--- src/rtl/button_conditioner.sv ---
// Synchronise, debounce and edge-detect N_BTN push-buttons into level, press and release outputs.
// Define BTN_AUTOREPEAT_EN to build the hold-to-repeat press train.
module button_conditioner #(
  parameter int N_BTN           = 5,
  parameter int DEBOUNCE_CYCLES = 4,
  parameter int REPEAT_DELAY    = 32,
  parameter int REPEAT_RATE     = 8
) (
  input  logic             clk,
  input  logic             rst_n,
  input  logic [N_BTN-1:0] btn_in,
  output logic [N_BTN-1:0] btn_level,
  output logic [N_BTN-1:0] btn_press,
  output logic [N_BTN-1:0] btn_release,
  output logic             any_press
);

  localparam int CW = $clog2(DEBOUNCE_CYCLES) + 1;

  logic [N_BTN-1:0] s1, s2, lvl, lvl_next, rise, fall, press_next;
  logic [CW-1:0]    cnt      [N_BTN];
  logic [CW-1:0]    cnt_next [N_BTN];

  always_comb begin
    for (int i = 0; i < N_BTN; i++) begin
      lvl_next[i] = lvl[i];
      cnt_next[i] = '0;
      if (s2[i] != lvl[i]) begin
        if (cnt[i] == CW'(DEBOUNCE_CYCLES - 1)) begin
          lvl_next[i] = s2[i];
        end else begin
          cnt_next[i] = cnt[i] + CW'(1);
        end
      end else begin
        cnt_next[i] = '0;
      end
    end
  end

  // Edges are taken from the next level so the pulse lands in the same cycle as the level change.
  assign rise = lvl_next & ~lvl;
  assign fall = ~lvl_next & lvl;

`ifdef BTN_AUTOREPEAT_EN
  localparam int RMAX = (REPEAT_DELAY > REPEAT_RATE) ? REPEAT_DELAY : REPEAT_RATE;
  localparam int RW   = $clog2(RMAX) + 1;

  typedef enum logic [1:0] {IDLE, DELAY, REPEAT} rstate_e;

  rstate_e          state      [N_BTN];
  rstate_e          state_next [N_BTN];
  logic [RW-1:0]    rpt        [N_BTN];
  logic [RW-1:0]    rpt_next   [N_BTN];
  logic [N_BTN-1:0] rpt_pulse;

  always_ff @(posedge clk) begin
    for (int i = 0; i < N_BTN; i++) begin
      if (!rst_n) begin
        state[i] <= IDLE;
        rpt[i]   <= '0;
      end else begin
        state[i] <= state_next[i];
        rpt[i]   <= rpt_next[i];
      end
    end
  end

  always_comb begin
    for (int i = 0; i < N_BTN; i++) begin
      state_next[i] = state[i];
      rpt_next[i]   = rpt[i];
      rpt_pulse[i]  = 1'b0;
      case (state[i])
        IDLE: begin
          if (rise[i]) begin
            state_next[i] = DELAY;
            rpt_next[i]   = '0;
          end else begin
            rpt_next[i]   = '0;
          end
        end
        DELAY, REPEAT: begin
          if (fall[i]) begin
            state_next[i] = IDLE;
            rpt_next[i]   = '0;
          end else if (rpt[i] == ((state[i] == DELAY) ? RW'(REPEAT_DELAY - 1) : RW'(REPEAT_RATE - 1))) begin
            state_next[i] = REPEAT;
            rpt_next[i]   = '0;
            rpt_pulse[i]  = 1'b1;
          end else begin
            rpt_next[i]   = rpt[i] + RW'(1);
          end
        end
        default: begin
          state_next[i] = IDLE;
          rpt_next[i]   = '0;
        end
      endcase
    end
  end

  assign press_next = rise | rpt_pulse;
`else
  assign press_next = rise;
`endif

  always_ff @(posedge clk) begin
    if (!rst_n) begin
      s1          <= '0;
      s2          <= '0;
      lvl         <= '0;
      btn_press   <= '0;
      btn_release <= '0;
      any_press   <= 1'b0;
      for (int i = 0; i < N_BTN; i++) cnt[i] <= '0;
    end else begin
      s1          <= btn_in;
      s2          <= s1;
      lvl         <= lvl_next;
      btn_press   <= press_next;
      btn_release <= fall;
      any_press   <= |press_next;
      for (int i = 0; i < N_BTN; i++) cnt[i] <= cnt_next[i];
    end
  end

  assign btn_level = lvl;

endmodule

--- config.mk ---
export PLATFORM = sky130hd
export DESIGN_NAME = button_conditioner
export DESIGN_NICKNAME = d
export VERILOG_FILES = /design/src/rtl/button_conditioner.sv
export SDC_FILE = /design/constraint.sdc
export NUM_CORES = 1
export LEC_CHECK = 0
export CAP_MARGIN = 5
export CORE_MARGIN = 1
export CORE_UTILIZATION = 26
export DETAILED_ROUTE_END_ITERATION = 10
export PLACE_DENSITY_LB_ADDON = 0.25
export SLEW_MARGIN = 20
export SYNTH_ARGS = -nofsm -noshare
export SYNTH_HDL_FRONTEND = slang
export SYNTH_SLANG_ARGS = --single-unit
--- constraint.sdc ---
create_clock -name clk -period 1.3 [get_ports clk]
set_input_delay 0.195 -clock clk [delete_from_list [all_inputs] [get_ports clk]]
set_output_delay 0.195 -clock clk [all_outputs]
set_load 0.01 [all_outputs]
Word level (Yosys, flattened, before mapping). Memories as Yosys holds them, arrays and structs flattened. Cells that the tools add are included.

Word-level logic and storage cells: 59. Memories: 1. Bits in writable memories: 15. Input bits: 7. Register bits after elaboration: 26.

Memories: cnt (depth 5, width 3, rd ports 5, clocked after Yosys merged registers in 0, write ports 5, line 21) `logic [CW-1:0] cnt [N_BTN];`.

Reduce and logical (&&, ||, !) cells: 1. Add/subtract/negate cells: 5. Mux-type cells: 27. Eq/ne operators: 10. Bitwise gates (word level): 9.

Operators with widths (count): $mux 3 (15); $add 3x1->3 const B (5); $eq 3x2->1 const B (5); $mux 1 (12); $and 5x5->5 (2); $not 5->5 (2); $ne 1x1->1 (5); $or 1x1->1 (5); $reduce_or 5->1 (1).

Longest topological paths before layout.
Word-level depth: 5. Depth in mapped cells: 5. Gate-level depth less buffers: 5.

Worst setup path after synthesis. No wires, ideal clock.

Kind: register to register. Start point: mem cnt[0][0] in the netlist's numbering. End point: mem cnt[0][0] in the netlist's numbering. Data arrival time: 1187 ps. Clock period less this slack: 1250 ps. Setup slack: 50 ps. Cell stages (with the launch flop): 5. Required time: 1237 ps. Library setup time: 63 ps. Cell sequence: dfxtp_1 -> ha_1 -> ha_1 -> or3_4 -> nor2_2.

RTL lines (line): from (decl) (21).

==> out/metrics.yaml <==
setup_violations: 0
crit_slowest_cell: "dfxtp_2"
route.vias.total: 935
synth.most_common_cell: "dfxtp_1"
drt_wl_total_um: 2280
cts_hold_buf: 0
area_delta_synth_final_pct: 37.9
critPathLaunchType: "flop"
first_pass_iters: 4
hold_depth: 1
p_leak_nw: 0.839
crit_type: "flop to flop"
cts_tree: "yes"
fin_cells: 235
cpPeakStageDelay_ns: 0.33
grt_pass1_wl_um: 3650
cts_num_sinks: 41
num_rows: 26
clk_latency_ns: 0.29
dp_hpwl_um: 1600
wl_per_cell_um: 9.72
slew_headroom_pct: 86.8
power_mw: 2.33
setup_ws_ns: 0.0485
rsz0062_at_grt: "yes"
grt_start_max_net_pins: 16
initial_core_util_pct: 27.2
root_buffer: "clkbuf_8"
h-tree-depth: 2
placed_cells: 227
critPathArrivalTime_ns: 1.44
ys_ff_latch: 41
fmax_ghz: 0.799
cp.required_ns: 1.49
drtAntennaViolNets: 0
core_area_sq_um: 5170
grt_use_total_pct: 9.08
die_area_sq_um: 5710
regToRegSetupSlack_ns: 0.05
slew_violations: 0
async_flop_share_pct: 0
finalWeightedCongestion: 0.650
crit_fanout: 3
status: "completed"
setup-tns-final_ns: 0
ir_drop_mv: 0.745
max-cap-violations: 0
synthTopCellsByArea: "dfxtp_1 (58%), ha_1 (8.9%), and2_1 (4.4%), nor2_1 (3.7%), or3_4 (3.2%)"
final.min_clock_period_ns: 1.25
reg2reg_depth: 5
syn_inst: 126
hold_viol_final: 0
worstReg2RegEnd: "any_press"
syn_area_per_cell_sq_um: 11.2
yosysTopAreaCellShare_pct: 58.4
dieWidth_um: 75.5
synthesis.area_sq_um: 1410
hold_path.class: "flop to flop"
port_buffers: 22
num_antenna_cells: 0
netlist_top_cells_count: "dfxtp_1 (41), nor2_1 (14), and2_1 (10), ha_1 (10), inv_1 (10)"
crit_path_end_kind: "flop"
grt_pass1_vias: 838
synth_edf_count: 0
path_cells: "ha_1 > ha_2 > mux2i_2 > nor3_2 > a21o_1"
clkTransAtPathRegs_ns: 0.08
syn_nets: 143
reg2reg_from: "cnt[0][3]"
ys_types: 20
synth.yosys.seq_area_share_pct: 58.4
ys_warn_count: 0
ys.flop_type: "dfxtp_1"
die_y_um: 75.5
yosysTopAreaCell: "dfxtp_1"
fin_skew_ns: 0.00723
hold_path_end: "cnt[0][3]"
tightest_slew_ns: 0.193
drc: 0
place_ws_ns: -0.0580
antenna_found_initial: 0
vias_per_cell: 3.98
hp-start: "cnt[0][3]"
period_share_pct: 96.3
drive_gt1_share_pct: 27.3
ios: 23
cts_made_buffers: 5
drt_iter0_drc: 30
fin_nets: 182
cellPowerDensity_nw_per_um2: 1200
clockBufferDepth: 2
grt_overflow: 0
[timing repair]
| item | CTS | global route |
|---|---|---|
| setup buffers | 0 | 1 |
| pin swaps | 0 | 4 |
| setup endpoints to repair | 21 | 13 |
| hold endpoints to repair | 0 | 0 |
| gates resized for setup | 20 | 13 |
[sequential cells by signal, summed over array words and instances (netlist names)]
name	cells
any_press	1
s1	5
btn_release	5
s2	5
cnt	15
btn_level	5
btn_press	5
[worst max-delay path: cells and delay by family, from the launching register on]
family          cells  cell delay [ns]
compound gates      1             0.14
fa+ha+maj           2             0.35
mux                 1             0.25
flops               1             0.33
simple gates        1             0.07
[kinds of logic after synthesis]
| family | synth area share [%] |
|---|---|
| xor+xnor | 3.11 |
| compound gates | 1.51 |
| mux | 2.85 |
| fa+ha+maj | 8.90 |
| buf+inv | 3.47 |
| simple gates | 21.8 |
| flops | 58.4 |
[routing by layer]
metal	track usage, %	vias up	share of wire (%)
li1	-	484	-
met1	9.90	424	45
met2	14.8	20	47
met3	3.31	7	4.7
met4	6.17	0	2.8
met5	0	-	0
[cell usage in the layout (no fill, tap or decap), types with 5 or more instances in the layout]
| master | n |
|---|---|
| and2_1 | 10 |
| dfxtp_1 | 38 |
| dlygate4sd2_1 | 16 |
| clkbuf_8 | 5 |
| or3_4 | 5 |
| buf_4 | 12 |
| clkdlybuf4s50_1 | 6 |
| xnor2_1 | 5 |
| nor2_1 | 12 |
| nor2_2 | 7 |
| inv_1 | 10 |
| ha_2 | 5 |
[worst max path at each step]
| stage | from | end | slack [ns] | cells past startpoint |
|---|---|---|---|---|
| after floorplan | cnt[0][0] | cnt[0][0] | 0.05 | 4 |
| after global routing | cnt[0][3] | any_press | -0.02 | 5 |
| after CTS | cnt[0][0] | cnt[0][0] | 0.004 | 4 |
| after global placement | rst_n | cnt[0][13] | -0.03 | 4 |
| final | cnt[0][3] | any_press | 0.05 | 5 |
| after detailed placement | rst_n | cnt[0][12] | -0.06 | 4 |
[stage by stage]
step                      cell area, sq um  utilization, %  hold slack (ns)
final                                 1940            37.5            0.409
after global placement                1790            34.6            0.404
after CTS                             1880            36.4            0.424
after global routing                  1940            37.5            0.422
after detailed placement              1790            34.6            0.413
after floorplan                       1410               -            0.317
[power by group]
group	internal (mW)	switching [mW]	total, mW	leakage, nW
Combinational	0.0442	0.0310	0.0752	0.451
Sequential	1.27	0.0105	1.28	0.334
Clock	0.558	0.412	0.970	0.0540
Total	1.88	0.454	2.33	0.839
[layout make-up]
class                      instances  area (sq um)
fill                             527          3230
multi-input combinational         72           592
inverter                          11          41.3
sequential                        41           825
clock inverter                     2          35.0
tap                               70          87.6
timing repair buffer              34           290
clock buffer                       5          68.8
(Power assumes the default switching activity.)
